==> config.mk <==
export PLATFORM = sky130hd
export DESIGN_NAME = uart_receive
export DESIGN_NICKNAME = d
export VERILOG_FILES = /design/src/rtl/uart_receive.sv
export SDC_FILE = /design/constraint.sdc
export NUM_CORES = 1
export LEC_CHECK = 0
export ABC_AREA = 1
export ABC_CLOCK_PERIOD_IN_PS = 1700
export BUFFER_PORTS_ARGS = -buffer_cell sky130_fd_sc_hd__buf_4
export CAP_MARGIN = 20
export CORE_AREA = 3 3 81 83
export CTS_CLUSTER_SIZE = 12
export DETAILED_ROUTE_END_ITERATION = 8
export DIE_AREA = 0 0 84 86
export GPL_ROUTABILITY_DRIVEN = 0
export PLACE_DENSITY = 0.48
export SYNTH_ARGS = -nofsm -noshare
export SYNTH_HDL_FRONTEND = slang
export SYNTH_SLANG_ARGS = --single-unit
==> constraint.sdc <==
create_clock -name clk -period 1.7 [get_ports clk]
set_clock_uncertainty 0.2 [all_clocks]
set_input_delay 0.085 -clock clk [delete_from_list [all_inputs] [get_ports clk]]
set_output_delay 0.085 -clock clk [all_outputs]
set_load 0.01 [all_outputs]
==> src/rtl/uart_receive.sv <==
// 8N1 UART receiver driven by an external oversampling tick enable.
// Mid-bit sampling, single-entry holding register with overrun and framing error flags.
module uart_receive #(
    parameter int OVERSAMPLE = 16
) (
    input  logic       clk,
    input  logic       reset,
    input  logic       rx,
    input  logic       sample_tick,
    input  logic       rxack,
    output logic [7:0] rxdata,
    output logic       rxvalid,
    output logic       rxbusy,
    output logic       frame_err,
    output logic       overrun
);

    localparam int TW = $clog2(OVERSAMPLE);
    localparam logic [TW-1:0] TICK_LAST = TW'(OVERSAMPLE - 1);
    localparam logic [TW-1:0] TICK_MID  = TW'(OVERSAMPLE / 2 - 1);

    typedef enum logic [1:0] {
        IDLE,
        START,
        DATA,
        STOP
    } state_t;

    state_t        state_q, state_d;
    logic          sync1_q, rxs_q, rxs_d_q;
    logic [TW-1:0] tick_q, tick_d;
    logic [2:0]    bit_q, bit_d;
    logic [7:0]    shift_q, shift_d;
    logic [7:0]    rxdata_q, rxdata_d;
    logic          rxvalid_q, rxvalid_d;
    logic          rxbusy_q, rxbusy_d;
    logic          frame_err_q, frame_err_d;
    logic          overrun_q, overrun_d;
    logic          stop_done, stop_good;

    always_ff @(posedge clk or posedge reset) begin
        if (reset) begin
            sync1_q     <= 1'b1;
            rxs_q       <= 1'b1;
            rxs_d_q     <= 1'b1;
            state_q     <= IDLE;
            tick_q      <= '0;
            bit_q       <= '0;
            shift_q     <= '0;
            rxdata_q    <= '0;
            rxvalid_q   <= 1'b0;
            rxbusy_q    <= 1'b0;
            frame_err_q <= 1'b0;
            overrun_q   <= 1'b0;
        end else begin
            sync1_q     <= rx;
            rxs_q       <= sync1_q;
            rxs_d_q     <= rxs_q;
            state_q     <= state_d;
            tick_q      <= tick_d;
            bit_q       <= bit_d;
            shift_q     <= shift_d;
            rxdata_q    <= rxdata_d;
            rxvalid_q   <= rxvalid_d;
            rxbusy_q    <= rxbusy_d;
            frame_err_q <= frame_err_d;
            overrun_q   <= overrun_d;
        end
    end

    always_comb begin
        state_d   = state_q;
        tick_d    = tick_q;
        bit_d     = bit_q;
        shift_d   = shift_q;
        stop_done = 1'b0;
        stop_good = 1'b0;

        case (state_q)
            IDLE: begin
                if (rxs_d_q && !rxs_q) begin
                    state_d = START;
                    tick_d  = '0;
                    bit_d   = '0;
                end
            end
            START: begin
                if (sample_tick) begin
                    if (tick_q == TICK_MID) begin
                        tick_d  = '0;
                        state_d = rxs_q ? IDLE : DATA;
                    end else begin
                        tick_d = tick_q + 1'b1;
                    end
                end
            end
            DATA: begin
                if (sample_tick) begin
                    if (tick_q == TICK_LAST) begin
                        tick_d  = '0;
                        shift_d = {rxs_q, shift_q[7:1]};
                        bit_d   = bit_q + 1'b1;
                        if (bit_q == 3'd7) begin
                            state_d = STOP;
                        end
                    end else begin
                        tick_d = tick_q + 1'b1;
                    end
                end
            end
            STOP: begin
                if (sample_tick) begin
                    if (tick_q == TICK_LAST) begin
                        tick_d    = '0;
                        state_d   = IDLE;
                        stop_done = 1'b1;
                        stop_good = rxs_q;
                    end else begin
                        tick_d = tick_q + 1'b1;
                    end
                end
            end
            default: state_d = IDLE;
        endcase
    end

    // An acknowledge arriving with a new byte frees the register, so the byte lands and no overrun is recorded.
    always_comb begin
        rxdata_d    = rxdata_q;
        rxvalid_d   = rxvalid_q;
        overrun_d   = overrun_q;
        frame_err_d = stop_done && !stop_good;
        rxbusy_d    = (state_d != IDLE);

        if (stop_done && stop_good) begin
            if (rxvalid_q && !rxack) begin
                overrun_d = 1'b1;
            end else begin
                rxdata_d  = shift_q;
                rxvalid_d = 1'b1;
                if (rxack) begin
                    overrun_d = 1'b0;
                end
            end
        end else if (rxack && rxvalid_q) begin
            rxvalid_d = 1'b0;
            overrun_d = 1'b0;
        end
    end

    assign rxdata    = rxdata_q;
    assign rxvalid   = rxvalid_q;
    assign rxbusy    = rxbusy_q;
    assign frame_err = frame_err_q;
    assign overrun   = overrun_q;

endmodule
==> flow_metrics.py, run 1 <==
metrics = {
    "hold_path": {
        "hold_class": "flip-flop to flip-flop",
    },
    "clock_tree": {
        "root_buffer": "clkbuf_8",
        "htreeDepth": 2,
        "cts_tree": "built",
        "clk_latency_ns": 0.27,
        "cts_sinks": 32,
        "cts_buffers": 5,
        "cts.path.max_buffers": 2,
        "path_clk_slew_ns": 0.06,
    },
    "status": {
        "outcome": "complete, no violations",
    },
    "pwr": {
        "seq_power_share_pct": 49.3,
        "p_clk_share_pct": 31.0,
        "power_density_mw_per_mm2": 993,
        "sw_frac_of_total_pct": 28.8,
        "p_int_uw": 1350,
        "p_comb_share_pct": 19.7,
        "leakage_uw": 0.000997,
        "p_sw_uw": 545,
        "peakVddDrop_v": 0.000506,
        "power.total_uw": 1890,
    },
    "sta": {
        "rsz0062_at_grt": "yes",
        "slew_headroom_pct": 73.3,
        "finalHoldViolCount": 0,
        "clock.fmax_ghz": 0.619,
        "fin_ws_ns": 0.0836,
        "worst_slew_pin_slew_ns": 0.400,
        "finalCritPeriodShare_pct": 95.1,
        "slew_viol_final": 0,
        "period_minus_slack_ns": 1.62,
        "setup_viol": 0,
    },
    "synthesis": {
        "netlist_area_mm2": 0.00145,
        "ys_types": 21,
        "ys_seq_elements": 32,
        "synth_top_area_cell": "dfrtp_1",
        "avgSynthCellArea_um2": 9.33,
        "synth_top_cell_area_share_pct": 50.2,
        "synth_area_leaders": "dfrtp_1 50%, nand2_1 12%, o21ai_2 6.1%",
        "ys_warn_count": 0,
        "synth_fp_nets": 163,
        "syn_inst": 155,
        "synth.yosys.seq_area_share_pct": 55.6,
    },
    "placed_design": {
        "post-place-ws_ns": 0.0104,
        "place.port_buffers": 16,
        "hpwl_um": 2010,
    },
    "setup_path": {
        "crit_arrival_ns": 1.58,
        "cp_max_fo": 9,
        "endpoint_kind": "flip-flop",
        "critPathTopFamily": "simple AND/OR/NAND/NOR gates",
        "cpPeakStageDelay_ns": 0.41,
        "path_cells": "ha_4 -> nand3_4 -> nor2_4 -> nand4_4 -> buf_12 -> nand2_2 -> o21ai_2",
        "slowest_stage": "dfrtp_1",
        "worstPathRequired_ns": 1.66,
        "startpoint_type": "flip-flop",
        "path_class": "flip-flop to flip-flop",
        "crit_buf_inv": 1,
    },
    "drt": {
        "finalWirelength_um": 2770,
        "drcViolationCount": 0,
        "detailroute.via_count": 1095,
        "drt-initial-drc-count": 59,
        "first_pass_iters": 4,
        "wl_per_cell_um": 10.4,
        "postRouteAntennaNets": 0,
        "viasPerCell": 4.12,
    },
    "floorplanning": {
        "fp.dieW_um": 84,
        "row_count": 28,
        "dieArea_mm2": 0.00722,
        "core-area_mm2": 0.00592,
        "die_h_um": 86,
        "num_io_pins": 17,
        "start_util_pct": 24.4,
    },
    "final_layout": {
        "drive_above_1_share_pct": 34.0,
        "area_delta_synth_final_pct": 31.7,
        "fin_util_pct": 32.2,
        "layout_commonest_cell": "nand2_1",
        "fin_nets": 198,
        "antenna_cells": 0,
        "final_cell_mix": "43 x nand2_1, 29 x dfrtp_1, 24 x buf_4",
    },
    "run": {
        "drv_cap": 0,
    },
    "grt": {
        "global_route.usage.met2_pct": 12.7,
        "grtUsageMet3_pct": 2.69,
        "grt_max_degree": 33,
        "antenna_found_initial": 0,
        "grt_pass1_vias": 1045,
        "grt-busiest-layer": "met2",
        "grt_overflow": 0,
        "grt_pass1_wl_um": 4750,
        "grtUsageTotal_pct": 8.40,
        "grtUsageMet1_pct": 10.8,
    },
}
## final timing paths
check / start / endpoint / slack (ns) / depth (start not counted)
max in group asynchronous: reset / rxs_q / 0.72 / 4
worst min register to register: sync1_q / rxs_q / 0.16 / 0
worst min-delay path: sync1_q / rxs_q / 0.16 / 0
min in group asynchronous: reset / rxdata[2] / 0.25 / 4
worst max register to register: tick_q[0] / rxdata[3] / 0.08 / 7
worst max-delay path: tick_q[0] / rxdata[3] / 0.08 / 7
## timing repair
action                                  4_1_cts  5_1_grt
buffers inserted                              2        3
endpoints found under the setup margin        1       16
endpoints found under the hold margin        32        0
hold buffers                                  4        0
pin swaps                                     0        2
resized for setup                             0       12
## area by class of cell
class / instances / area, um2
fillers: 627 / 4020
flip-flops and latches: 32 / 805
multi-input cells: 97 / 572
repair buffers: 30 / 251
well taps: 75 / 93.8
inverters: 24 / 90.1
clock buffers: 6 / 82.6
clock inverters: 2 / 10.0
## Yosys cell counts (all sizes together)
cell type and number:
buf 2, dfrtp 29, o21ai 15, o211ai 2, a21oi 2, nand4 4, xor2 1, a21o 1
inv 24, dfstp 3, nor2 10, a22o 1, nand2 53, ha 3, nand3 5
## stage by stage
step                setup TNS, ns  cell area, um2  std cells  hold slack, ns
finish                          0            1900        266           0.157
global route               -0.150            1900        266           0.167
CTS                             0            1840        263           0.159
detailed placement              0            1680        249        -0.00544
global placement                0            1680        249        -0.00496
floorplan                       0            1450        155          -0.111
## cells by family after synthesis
| logic type | synth area share, % |
|---|---|
| adder cells (fa/ha/maj) | 2.60 |
| flip-flops | 55.6 |
| buffers and inverters | 7.78 |
| XOR/XNOR | 0.606 |
| AND/OR/NAND/NOR | 22.8 |
| AO/OA/AOI/OAI | 10.6 |
## flip-flops by register name, summed over array words and instances, names as in the netlist
signal / flops
sync1_q: 1
rxs_q: 1
rxbusy: 1
shift_q: 8
rxvalid: 1
rxdata: 8
rxs_d_q: 1
tick_q: 4
bit_q: 3
overrun: 1
state_q: 2
frame_err: 1
## routing by layer
metal	part of all wire [%]	wire length [um]
met3	4.5	124
met2	45	1260
met1	49	1350
met5	0	0
met4	1.4	39
## power by group through the flow
stage / Combinational [uW] / Sequential [uW] / Clock, uW
after floorplan: 206 / 919 / 0
after global placement: 301 / 928 / 0
after detailed placement: 300 / 930 / 0
after CTS: 309 / 916 / 616
after global routing: 428 / 947 / 651
final: 372 / 933 / 586
Note: power is estimated with default switching activity, not from simulation.
==> inputs of run 2 (changes only) <==
- ABC_CLOCK_PERIOD_IN_PS: 1700 -> 2000
- CORE_AREA: 3 3 81 83 -> 3 3 65 67
- DIE_AREA: 0 0 84 86 -> 0 0 68 70
- PLACE_DENSITY: 0.48 -> 0.64
- clock period: 1.7 -> 2 ns (I/O delays scaled with it)
==> run 2 against run 1 <==
  * Cell count is 14% lower
  * Die area fell by 34%
  * Utilization up 15 points
  * Power down 17%
  * Register-to-register slack better by 0.10 ns
  * Via count shrank 3.5%
  * Sequential power shrank 16%
  * Sequential share of layout area rose by 3.6 points
  * Count of clock-buffer cells in the layout rose by 2
  * Fmax decreased by 11%
  * Combinational power down 33%
==> flow_metrics.py, run 2 (synthesis results as in run 1) <==
metrics = {
    "final_layout": {
        "antenna_cells": 0,
        "multi_input_area_um2": 534,
        "seq_area_um2": 805,
        "layout_commonest_cell": "nand2_1",
        "area_delta_synth_final_pct": 21.5,
        "final_area_mm2": 0.00176,
        "fin_nets": 189,
        "nFillCells": 365,
        "final_cell_mix": "47 x nand2_1, 29 x dfrtp_1, 23 x inv_1",
        "drive_above_1_share_pct": 25.8,
        "fin_cells": 230,
    },
    "pwr": {
        "power.total_uw": 1570,
        "power_density_mw_per_mm2": 892,
        "leakage_uw": 0.000948,
        "peakVddDrop_v": 0.000581,
    },
    "sta": {
        "finalHoldViolCount": 0,
        "clock.fmax_ghz": 0.551,
        "rsz0062_at_grt": "no",
        "setup_viol": 0,
        "finalCritPeriodShare_pct": 90.7,
        "fin_ws_ns": 0.186,
        "slew_viol_final": 0,
        "worst_slew_pin_slew_ns": 0.391,
        "period_minus_slack_ns": 1.81,
        "slew_headroom_pct": 73.9,
        "tns_ns": 0,
    },
    "grt": {
        "grtUsageTotal_pct": 12.8,
        "antenna_found_initial": 0,
        "grt_max_degree": 33,
        "grt_pass1_vias": 1077,
        "grt_overflow": 0,
        "grt_pass1_wl_um": 4600,
    },
    "hold_path": {
        "holdPathStages": 0,
        "hold_class": "flip-flop to flip-flop",
        "min_to": "rxs_q",
        "min_from": "sync1_q",
    },
    "clock_tree": {
        "cts_buffers": 5,
        "cts_tree": "built",
        "path_clk_slew_ns": 0.06,
        "cts_sinks": 32,
        "htreeDepth": 2,
        "root_buffer": "clkbuf_8",
        "clk_latency_ns": 0.28,
        "cts.path.max_buffers": 2,
    },
    "drt": {
        "wl_per_cell_um": 11.0,
        "first_pass_iters": 4,
        "viasPerCell": 4.60,
        "detailroute.via_count": 1057,
        "finalWirelength_um": 2530,
        "postRouteAntennaNets": 0,
        "drt-initial-drc-count": 39,
        "drcViolationCount": 0,
    },
    "setup_path": {
        "reg2reg_slack_ns": 0.19,
        "crit_top_cell": "nand2_1",
        "r2r_cells": 7,
        "crit_arrival_ns": 1.83,
        "startpoint_type": "flip-flop",
        "cp_max_fo": 13,
        "crit_buf_inv": 1,
        "path_class": "flip-flop to flip-flop",
        "slowest_stage": "dfrtp_1",
        "worstPathRequired_ns": 2.02,
        "critPathTopFamily": "simple AND/OR/NAND/NOR gates",
        "cpPeakStageDelay_ns": 0.40,
        "endpoint_kind": "flip-flop",
        "rr_endpoint": "rxdata[7]",
        "rr_startpoint": "tick_q[0]",
        "path_cells": "ha_1 -> nand3_2 -> nor2_4 -> nand4_4 -> inv_1 -> nand2_1 -> nand2_1",
    },
    "floorplanning": {
        "row_count": 22,
        "start_util_pct": 39.2,
        "fp.dieW_um": 68,
        "core-area_mm2": 0.00369,
        "dieArea_mm2": 0.00476,
        "num_io_pins": 17,
        "die_h_um": 70,
    },
    "placed_design": {
        "hpwl_um": 1900,
        "place.port_buffers": 16,
        "placed_area_mm2": 0.00161,
        "dp_cells": 218,
        "post-place-ws_ns": 0.133,
    },
    "run": {
        "drv_cap": 0,
    },
    "status": {
        "outcome": "complete, no violations",
    },
}
run 2: cell count changes in the layout (fill, tap and decap cells not counted), sizes merged:
| cell | previous run | this run |
|---|---|---|
| buf | 26 | 17 |
| clkbuf | 6 | 8 |
| clkinv | 2 | 0 |
run 2: repair_timing:
item,CTS,global route
hold buffers,4,0
gates resized for setup,0,1
setup endpoints to repair,0,3
setup buffers,0,0
hold endpoints to repair,32,0
run 2: where the power goes:
group / total (uW) / switching [uW] / internal, uW
clock: 536 / 223 / 314
sequential: 781 / 67.9 / 714
combinational: 249 / 143 / 106
total: 1570 / 433 / 1130
run 2: worst max-delay path by stage:
stage	from	end	slack (ns)	cells past startpoint
final	tick_q[0]	rxdata[7]	0.19	7
after global routing	tick_q[0]	rxdata[7]	0.02	7
after CTS	tick_q[0]	bit_q[0]	0.11	8
after detailed placement	tick_q[0]	bit_q[0]	0.13	8
after global placement	tick_q[0]	bit_q[0]	0.26	8
after floorplan	tick_q[0]	shift_q[7]	0.48	7
run 2: routing by layer:
layer	global-route usage, %	share of wire, %	vias up
li1	-	-	537
met1	16.0	43	500
met2	19.6	51	13
met3	4.34	3.6	7
met4	5.96	2.1	0
met5	0	0	-
run 2: metrics by stage:
step                util (%)  hold slack, ns
finish                  47.6           0.157
global route            47.6           0.165
CTS                     47.5           0.159
detailed placement      43.7         0.00953
global placement        43.7         0.00259
floorplan                  -         -0.0955
run 2: area by class of cell:
cell class              instances  share of cell area [%]
clock buffers                   8                    5.70
inverters                      24                    5.13
multi-input cells              97                    30.4
flip-flops and latches         32                    45.8
well taps                      48                    3.42
repair buffers                 21                    9.54
==> inputs of run 3 (changes only) <==
- CORE_AREA: 3 3 65 67 -> 3 3 57 59
- DIE_AREA: 0 0 68 70 -> 0 0 60 62
- PLACE_DENSITY: 0.64 -> 0.7
==> run 3 against run 2 <==
  * Sequential share of layout area is 1.7 points higher
  * Utilization is 14 points higher
  * Power is 9.7% lower
  * Critical path type unchanged
  * Non-clock buffer count stayed put
  * Clock power is 27% lower
  * Global-route usage is 2.8 points higher
  * Setup slack worse by 0.028 ns
  * Via count is 2.0% lower
  * Die area is 22% lower
  * Flip-flop and latch count stayed put
  * Critical endpoint is now bit_q[0]
==> flow_metrics.py, run 3 (synthesis results as in run 1) <==
metrics = {
    "grt": {
        "grt_pass1_wl_um": 4060,
        "antenna_found_initial": 0,
        "global_route.usage.met2_pct": 23.9,
        "grtUsageMet3_pct": 7.44,
        "grt_max_degree": 33,
        "grt_overflow": 0,
        "grtUsageTotal_pct": 15.6,
        "grt-busiest-layer": "met2",
        "grt_pass1_vias": 947,
        "grtUsageMet1_pct": 18.5,
    },
    "final_layout": {
        "fin_nets": 189,
        "layout_commonest_cell": "nand2_1",
        "multi_input_area_um2": 529,
        "fin_cells": 213,
        "area_delta_synth_final_pct": 17.0,
        "nFillCells": 243,
        "final_cell_mix": "47 x nand2_1, 29 x dfrtp_1, 23 x inv_1",
        "antenna_cells": 0,
        "drive_above_1_share_pct": 25.8,
        "seq_area_um2": 805,
    },
    "setup_path": {
        "crit_buf_inv": 1,
        "rr_startpoint": "tick_q[1]",
        "path_cells": "ha_1 -> nand3_2 -> nor2_4 -> nand2_2 -> nand2_2 -> inv_1 -> nand2_1 -> o21ai_2",
        "cpPeakStageDelay_ns": 0.40,
        "crit_top_cell": "nand2_2",
        "r2r_cells": 8,
        "endpoint_kind": "flip-flop",
        "critPathTopFamily": "simple AND/OR/NAND/NOR gates",
        "worstPathRequired_ns": 2.03,
        "path_class": "flip-flop to flip-flop",
        "reg2reg_slack_ns": 0.16,
        "rr_endpoint": "bit_q[0]",
        "crit_arrival_ns": 1.87,
        "cp_max_fo": 15,
        "slowest_stage": "dfrtp_1",
        "startpoint_type": "flip-flop",
    },
    "drt": {
        "wl_per_cell_um": 11.7,
        "postRouteAntennaNets": 0,
        "drt-initial-drc-count": 41,
        "drcViolationCount": 0,
        "first_pass_iters": 4,
        "viasPerCell": 4.86,
        "finalWirelength_um": 2490,
        "detailroute.via_count": 1036,
    },
    "clock_tree": {
        "cts_tree": "built",
        "cts_sinks": 32,
        "htreeDepth": 2,
        "root_buffer": "clkbuf_4",
        "clk_latency_ns": 0.34,
        "post_cts_buffers": 0,
        "cts_buffers": 5,
        "path_clk_slew_ns": 0.10,
        "cts.path.max_buffers": 2,
    },
    "sta": {
        "finalHoldViolCount": 0,
        "period_minus_slack_ns": 1.84,
        "worst_slew_pin_slew_ns": 0.392,
        "fin_ws_ns": 0.158,
        "whs_ns": 0.165,
        "clock.fmax_ghz": 0.543,
        "tns_ns": 0,
        "slew_headroom_pct": 73.9,
        "finalCritPeriodShare_pct": 92.1,
        "rsz0062_at_grt": "no",
        "setup_viol": 0,
        "slew_viol_final": 0,
    },
    "run": {
        "drv_cap": 0,
    },
    "status": {
        "outcome": "complete, no violations",
    },
    "hold_path": {
        "hold_class": "flip-flop to flip-flop",
        "holdPathStages": 0,
        "min_to": "rxs_q",
        "min_from": "sync1_q",
    },
    "floorplanning": {
        "num_io_pins": 17,
        "start_util_pct": 52.5,
        "dieArea_mm2": 0.00372,
        "fp.dieW_um": 60,
        "core-area_mm2": 0.00276,
        "die_h_um": 62,
        "row_count": 19,
    },
    "placed_design": {
        "post-place-ws_ns": 0.169,
        "hpwl_um": 1820,
        "dp_cells": 201,
        "place.port_buffers": 16,
    },
    "pwr": {
        "leakage_uw": 0.000912,
        "peakVddDrop_v": 0.000646,
        "power_density_mw_per_mm2": 836,
        "power.total_uw": 1420,
    },
}
run 3: changes by cell type in the layout (fill, tap and decap cells not counted):
cell and delta:
clkbuf_4 +5, clkbuf_8 -6, clkinvlp_4 +1, nand2_2 +1, nand2_4 -1
run 3: per-layer routing:
metal,wire length (um),share of wire [%]
met4,89,3.6
met2,1190,48
met1,1120,45
met5,0,0
met3,88,3.5
run 3: cell type report:
cell class | instances | area share [%]
flip-flops and latches | 32 | 47.5
multi-input cells | 97 | 31.3
repair buffers | 21 | 9.90
inverters | 24 | 5.32
clock buffers | 7 | 3.25
well taps | 31 | 2.29
clock inverters | 1 | 0.443
run 3: power by group:
part	internal (uW)	switching [uW]
Sequential	712	68.4
Combinational	106	137
Clock	172	219
Total	990	425
run 3: how the worst max path moves through the flow:
stage	slack, ns	endpoint	depth (start not counted)	start
detailed placement	0.17	bit_q[0]	8	tick_q[0]
global route	0.03	shift_q[4]	7	tick_q[1]
CTS	0.16	bit_q[0]	8	tick_q[1]
floorplan	0.48	shift_q[7]	7	tick_q[0]
global placement	0.25	bit_q[0]	8	tick_q[0]
finish	0.16	bit_q[0]	8	tick_q[1]
run 3: repair_timing:
action                                 in CTS  in global routing
endpoints found under the hold margin      37                  0
gates resized for setup                     0                  0
hold buffers                                4                  0
run 3: through the flow:
| step | utilization [%] | cell area [um2] |
|---|---|---|
| 3_3_place_gp | 57.7 | 1590 |
| 3_5_place_dp | 57.7 | 1590 |
| 5_1_grt | 61.4 | 1690 |
| 4_1_cts | 61.4 | 1690 |
| 6_report | 61.4 | 1690 |
| 2_1_floorplan | - | 1450 |
